$ cat src/rtl/ysyx_25030085_lsu_pkg.sv
// Shared constants for the load/store unit: MemOp encoding, FSM state codes
// and the access-size helper.
package ysyx_25030085_lsu_pkg;

  localparam logic [2:0] OP_B  = 3'b000;
  localparam logic [2:0] OP_H  = 3'b001;
  localparam logic [2:0] OP_W  = 3'b010;
  localparam logic [2:0] OP_D  = 3'b011;
  localparam logic [2:0] OP_BU = 3'b100;
  localparam logic [2:0] OP_HU = 3'b101;
  localparam logic [2:0] OP_WU = 3'b110;

  typedef logic [1:0] state_t;

  localparam state_t ST_IDLE = 2'd0;
  localparam state_t ST_REQ  = 2'd1;
  localparam state_t ST_WAIT = 2'd2;
  localparam state_t ST_RESP = 2'd3;

  // Access size in bytes; 0 marks an encoding with no defined size.
  function automatic logic [3:0] access_size(input logic [2:0] op);
    logic [3:0] size;
    case (op)
      OP_B, OP_BU: size = 4'd1;
      OP_H, OP_HU: size = 4'd2;
      OP_W, OP_WU: size = 4'd4;
      OP_D:        size = 4'd8;
      default:     size = 4'd0;
    endcase
    return size;
  endfunction

endpackage

$ cat src/rtl/ysyx_25030085_lsu_align.sv
// Combinational lane logic: byte mask and store-data shift, load extraction
// with sign/zero extension, and the misaligned/illegal-op check.
module ysyx_25030085_lsu_align #(
  parameter int unsigned XLEN = 32,
  parameter int unsigned AW   = 32
) (
  input  logic [2:0]        op,
  input  logic              we,
  input  logic [AW-1:0]     addr,
  input  logic [XLEN-1:0]   wdata,
  input  logic [XLEN-1:0]   rdata,
  output logic [AW-1:0]     aligned_addr,
  output logic [XLEN/8-1:0] wmask,
  output logic [XLEN-1:0]   wdata_sh,
  output logic [XLEN-1:0]   load_data,
  output logic              err
);
  import ysyx_25030085_lsu_pkg::*;

  localparam int unsigned MW = XLEN / 8;
  localparam int unsigned OW = $clog2(MW);

  logic [OW-1:0]   off;
  logic [3:0]      size;
  logic [OW-1:0]   size_m1;
  logic [MW-1:0]   base_mask;
  logic [XLEN-1:0] rsh;
  logic            illegal;
  logic            misaligned;

  assign off          = addr[OW-1:0];
  assign size         = access_size(op);
  assign size_m1      = OW'(size - 4'd1);
  assign aligned_addr = addr & ~(AW'(MW - 1));

  // Unsized base mask before shifting into the addressed lane.
  always_comb begin
    base_mask = '0;
    case (size)
      4'd1:    base_mask = MW'(8'h01);
      4'd2:    base_mask = MW'(8'h03);
      4'd4:    base_mask = MW'(8'h0F);
      4'd8:    base_mask = MW'(8'hFF);
      default: base_mask = '0;
    endcase
  end

  assign wmask    = base_mask << off;
  assign wdata_sh = wdata << {off, 3'b000};
  assign rsh      = rdata >> {off, 3'b000};

  // Unsigned variants only make sense for loads; d/wu need a 64-bit datapath.
  assign illegal    = (op == 3'b111) ||
                      ((XLEN == 32) && ((op == OP_D) || (op == OP_WU))) ||
                      (we && op[2]);
  assign misaligned = |(off & size_m1);
  assign err        = illegal || misaligned;

  // Extract the addressed lane and extend it to the full data width.
  always_comb begin
    load_data = '0;
    case (op)
      OP_B:    load_data = XLEN'($signed(rsh[7:0]));
      OP_H:    load_data = XLEN'($signed(rsh[15:0]));
      OP_W:    load_data = XLEN'($signed(rsh[31:0]));
      OP_D:    load_data = rsh;
      OP_BU:   load_data = XLEN'(rsh[7:0]);
      OP_HU:   load_data = XLEN'(rsh[15:0]);
      OP_WU:   load_data = XLEN'(rsh[31:0]);
      default: load_data = '0;
    endcase
  end

endmodule

$ cat src/rtl/ysyx_25030085_lsu.sv
// Load/store unit: accepts one request, issues a registered aligned bus
// request, waits for a variable-latency response and returns the result.
module ysyx_25030085_lsu #(
  parameter int unsigned XLEN = 32,
  parameter int unsigned AW   = 32
) (
  input  logic              clk,
  input  logic              rst_n,
  input  logic              req_valid,
  output logic              req_ready,
  input  logic              req_we,
  input  logic [2:0]        req_op,
  input  logic [AW-1:0]     req_addr,
  input  logic [XLEN-1:0]   req_wdata,
  output logic              mem_req_valid,
  input  logic              mem_req_ready,
  output logic [AW-1:0]     mem_addr,
  output logic              mem_we,
  output logic [XLEN/8-1:0] mem_wmask,
  output logic [XLEN-1:0]   mem_wdata,
  input  logic              mem_rsp_valid,
  input  logic [XLEN-1:0]   mem_rdata,
  output logic              resp_valid,
  output logic [XLEN-1:0]   resp_data,
  output logic              resp_err
);
  import ysyx_25030085_lsu_pkg::*;

  localparam int unsigned MW = XLEN / 8;

  state_t          state_q, state_d;
  logic            we_q;
  logic [2:0]      op_q;
  logic [AW-1:0]   addr_q;
  logic [AW-1:0]   mem_addr_q;
  logic            mem_we_q;
  logic [MW-1:0]   mem_wmask_q;
  logic [XLEN-1:0] mem_wdata_q;
  logic [XLEN-1:0] resp_data_q;
  logic            resp_err_q;

  logic [2:0]      al_op;
  logic [AW-1:0]   al_addr;
  logic            al_we;
  logic [AW-1:0]   al_aligned_addr;
  logic [MW-1:0]   al_wmask;
  logic [XLEN-1:0] al_wdata_sh;
  logic [XLEN-1:0] al_load_data;
  logic            al_err;

  // In IDLE the checker looks at the incoming request; afterwards it looks at
  // the latched one so load extraction uses the original offset and op.
  assign al_op   = (state_q == ST_IDLE) ? req_op   : op_q;
  assign al_addr = (state_q == ST_IDLE) ? req_addr : addr_q;
  assign al_we   = (state_q == ST_IDLE) ? req_we   : we_q;

  ysyx_25030085_lsu_align #(
    .XLEN (XLEN),
    .AW   (AW)
  ) u_align (
    .op           (al_op),
    .we           (al_we),
    .addr         (al_addr),
    .wdata        (req_wdata),
    .rdata        (mem_rdata),
    .aligned_addr (al_aligned_addr),
    .wmask        (al_wmask),
    .wdata_sh     (al_wdata_sh),
    .load_data    (al_load_data),
    .err          (al_err)
  );

  // Next-state logic for the single-outstanding transaction FSM.
  always_comb begin
    state_d = state_q;
    case (state_q)
      ST_IDLE: if (req_valid) state_d = al_err ? ST_RESP : ST_REQ;
      ST_REQ:  if (mem_req_ready) state_d = ST_WAIT;
      ST_WAIT: if (mem_rsp_valid) state_d = ST_RESP;
      ST_RESP: state_d = ST_IDLE;
      default: state_d = ST_IDLE;
    endcase
  end

  // State, request latches and registered bus/response outputs.
  always_ff @(posedge clk or negedge rst_n) begin
    if (!rst_n) begin
      state_q     <= ST_IDLE;
      we_q        <= 1'b0;
      op_q        <= 3'b000;
      addr_q      <= '0;
      mem_addr_q  <= '0;
      mem_we_q    <= 1'b0;
      mem_wmask_q <= '0;
      mem_wdata_q <= '0;
      resp_data_q <= '0;
      resp_err_q  <= 1'b0;
    end else begin
      state_q <= state_d;
      case (state_q)
        ST_IDLE: begin
          if (req_valid) begin
            we_q   <= req_we;
            op_q   <= req_op;
            addr_q <= req_addr;
            if (al_err) begin
              resp_err_q  <= 1'b1;
              resp_data_q <= '0;
            end else begin
              mem_addr_q  <= al_aligned_addr;
              mem_we_q    <= req_we;
              mem_wmask_q <= al_wmask;
              mem_wdata_q <= al_wdata_sh;
            end
          end
        end
        ST_REQ: begin
          // Bus fields are held until the handshake, then parked at zero.
          if (mem_req_ready) begin
            mem_addr_q  <= '0;
            mem_we_q    <= 1'b0;
            mem_wmask_q <= '0;
            mem_wdata_q <= '0;
          end
        end
        ST_WAIT: begin
          if (mem_rsp_valid) begin
            resp_data_q <= we_q ? '0 : al_load_data;
            resp_err_q  <= 1'b0;
          end
        end
        ST_RESP: begin
          resp_data_q <= '0;
          resp_err_q  <= 1'b0;
        end
        default: ;
      endcase
    end
  end

  assign req_ready     = rst_n && (state_q == ST_IDLE);
  assign mem_req_valid = (state_q == ST_REQ);
  assign mem_addr      = mem_addr_q;
  assign mem_we        = mem_we_q;
  assign mem_wmask     = mem_wmask_q;
  assign mem_wdata     = mem_wdata_q;
  assign resp_valid    = (state_q == ST_RESP);
  assign resp_data     = resp_data_q;
  assign resp_err      = resp_err_q;

endmodule

$ cat config.mk
export PLATFORM = sky130hd
export DESIGN_NAME = ysyx_25030085_lsu
export DESIGN_NICKNAME = d
export VERILOG_FILES = /design/src/rtl/ysyx_25030085_lsu_pkg.sv /design/src/rtl/ysyx_25030085_lsu_align.sv /design/src/rtl/ysyx_25030085_lsu.sv
export SDC_FILE = /design/constraint.sdc
export NUM_CORES = 1
export LEC_CHECK = 0
export BUFFER_PORTS_ARGS = -buffer_cell sky130_fd_sc_hd__buf_2
export CORE_MARGIN = 2
export CORE_UTILIZATION = 56
export DETAILED_ROUTE_END_ITERATION = 7
export PLACE_DENSITY = 0.86
export SLEW_MARGIN = 40
export SYNTH_ARGS = -nofsm -noshare
export SYNTH_HDL_FRONTEND = slang
export SYNTH_SLANG_ARGS = --single-unit
$ cat constraint.sdc
create_clock -name clk -period 7.1 [get_ports clk]
set_clock_uncertainty 0.2 [all_clocks]
set_input_delay 1.42 -clock clk [delete_from_list [all_inputs] [get_ports clk]]
set_output_delay 1.42 -clock clk [all_outputs]
set_load 0.02 [all_outputs]
==> results by group <==
Worst setup path
  – CP max stage delay: 0.62 ns
  – Crit-path slowest cell: buf_4
  – Worst-path maximum fanout: 47
  – CP Class: reg2reg
  – R2R Path Start: state_q[0]
  – Worst setup EP type: flop
  – Worst Path Required: 7.20 ns
  – Startpoint type of the worst setup path: flop
  – Crit-path cells: inv_1, ha_4, buf_12, nor3_1, nor2_1, o22a_1, o31a_2, buf_4, mux2_2
  – Critical Path Start: state_q[0]
  – Critical path arrival: 4.04 ns

Logic synthesis
  – Post-synthesis xor/xnor area fraction: 0
  – Register area share after synthesis: 0.486
  – Largest family of logic cells by synthesized area: multiplexers
  – Synth Area in Adders: 0.00704
  – Syn Area/Cell: 11.9 sq um
  – Post-synth ARST share: 1.00
  – Cell variety after synth: 51
  – Primary FF master, synth: dfrtp_1
  – Synth top area share: 0.486
  – Synth warn: 0
  – Compound-Gate Fraction of Synth Area: 0.0965
  – Mux contribution to synthesized area: 0.265
  – Synth area leader: dfrtp_1
  – Post-Synth Simple-Gate Area: 0.105
  – Synth Register Bits: 138
  – Synth cell count leaders: dfrtp_1, mux2_2, mux2i_1
  – Top-count cell post-synth: dfrtp_1
  – Syn Inst Count: 597
  – Cell area after synthesis: 7100 sq um
  – Number of flops mapped to enable cells by yosys: 0
  – Dominant cells by area after synthesis: dfrtp_1, mux2_2, mux2i_1

Drt
  – Final ANT Viol Nets: 0
  – Final WL: 18600 microns
  – DR iter-0 viols: 621
  – Drt wl/cell: 19.2 microns
  – Routed vias: 5725
  – Vias/cell: 5.91
  – 1st-pass router iterations: 7
  – DR DRC count: 0

Clock tree
  – CTS Buf Count: 17
  – CTS tree: done
  – Clk Latency, worst-skew pair: 0.42 ns
  – Clock transition at the registers of the reported paths: 0.06 ns
  – Clock buffer depth: 2
  – Hold Buf Count CTS: 0
  – TritonCTS Sinks: 138
  – Root Buffer: clkbuf_16
  – Post-CTS setup buffer count: 0
  – Post-CTS resize count: 0
  – # H-tree levels: 4

Pwr
  – PnR Total Power: 4.53 mW
  – P_leak: 4.44 nW
  – Worst VDD drop: 0.272 mV
  – Pwr Density: 512 nW/um^2

Min path
  – Worst hold path class: reg2reg
  – Hold path startpoint: mem_wmask[0]

Timing
  – Setup_tns: 0 ns
  – Slew margin rel.: 0.453
  – Setup WS post-layout: 3.16 ns
  – Hold_ws: 0.272 ns
  – Final hold violations: 0
  – Slew Limit Fails: 0
  – Unrepaired setup endpoints after global routing: no
  – Tmin final: 3.94 ns
  – Fmax: 0.254 GHz
  – Final setup fails: 0
  – Final Cycle Share: 0.555
  – Worst-Margin Slew: 0.821 ns

Floorplan
  – Initial core utilization: 0.568
  – Ports: 210
  – Die width: 117 microns
  – Row cnt: 41
  – Die H: 117 microns
  – Die area: 13600 sq um
  – Core Region: 12500 sq um

Cells and area
  – Fin cells: 969
  – Flip-flop and latch area: 3450 sq um
  – Area grow syn2layout: 24.6%
  – Fillers: 883
  – Fin util: 0.707
  – Nets: 893
  – Post-route cell area: 8850 sq um
  – Multi-input gate area in the final layout: 3430 sq um
  – Share of cells above drive strength 1: 0.448

GRT
  – Pin count of the biggest net entering global routing: 83
  – First-pass GRT wire length: 28600 microns
  – Number of global-route vias before repair: 5606
  – Total grt overflow: 0
  – All-Layer GR Usage: 0.277
  – Antenna violations before repair: 2

Placed design
  – DP Cell Count: 936
  – Pre-CTS WS: 2.93 ns
  – Routability cong.: 0.886
  – Placement Cell Area: 8190 sq um
  – Post-DP HPWL: 13000 microns
  – Port-buffer cells: 207

Job
  – Max-cap violations: 0

Run status
  – Status: finished clean
[logic make-up (layout without fill, tap and decap cells)]
group           Yosys count  count (layout)
mux                     161             161
simple gates            157             157
flops                   138             138
compound gates           86              86
buf+inv                  50             248
fa+ha+maj                 4               4
other cells               1               3
[metal layers]
metal	track usage	vias to the layer above	part of all wire
met1	0.350	2797	0.41
li1	-	2573	-
met3	0.0758	42	0.082
met5	0	-	0.00043
met4	0.131	2	0.025
met2	0.447	311	0.49
[final cells by class]
| cell class | count | share of cell area |
|---|---|---|
| Clock inverter | 8 | 0.0158 |
| Inverter | 4 | 0.00170 |
| Timing Repair Buffer | 213 | 0.125 |
| Clock buffer | 23 | 0.0551 |
| Tap cell | 172 | 0.0243 |
| Multi-Input combinational cell | 410 | 0.388 |
| Sequential cell | 138 | 0.390 |
| Antenna cell | 1 | 0.000283 |
[placed cells by master (no fill, tap or decap), types with 8 or more instances in the layout]
cell type and n:
a21oi_1 8, a22o_1 9, a22oi_1 16, a32o_1 9
buf_2 206, clkbuf_16 17, dfrtp_1 138, mux2_2 83
mux2_4 11, mux2i_1 55, mux4_2 8, nand2_1 50
nand3_1 17, nand4_1 9, nor2_1 47, nor2b_1 14
o211ai_1 9, o2bb2ai_1 17
[report_power, final]
group | total, mW | internal [mW] | switching [mW]
Combinational | 2.25 | 0.969 | 1.28
Sequential | 1.34 | 1.13 | 0.207
Clock | 0.937 | 0.621 | 0.316
[critical path, delay by kind of cell (launching register included)]
| family | cells | cell delay, ns |
|---|---|---|
| compound gates | 2 | 0.87 |
| fa+ha+maj | 1 | 0.44 |
| buf+inv | 3 | 1.07 |
| flops | 1 | 0.40 |
| mux | 1 | 0.42 |
| simple gates | 2 | 0.34 |
[path summary, 6_finish.rpt]
path / to / slack (ns) / cells after the start
max: mem_wdata[26] / 3.16 / 9
min: mem_wmask[0] / 0.27 / 1
max reg2reg: mem_wdata[26] / 3.16 / 9
min reg2reg: mem_wmask[0] / 0.27 / 1
max in group asynchronous: addr_q[1] / 4.81 / 2
min in group asynchronous: addr_q[6] / 0.75 / 1
[flip-flops by register name, summed over array words and instances (netlist names)]
name and flops:
addr_q 32, mem_addr 30, mem_wdata 32, mem_we 1, mem_wmask 4, op_q 3, resp_data 32, resp_err 1
state_q 2, we_q 1
(Power assumes the default switching activity.)
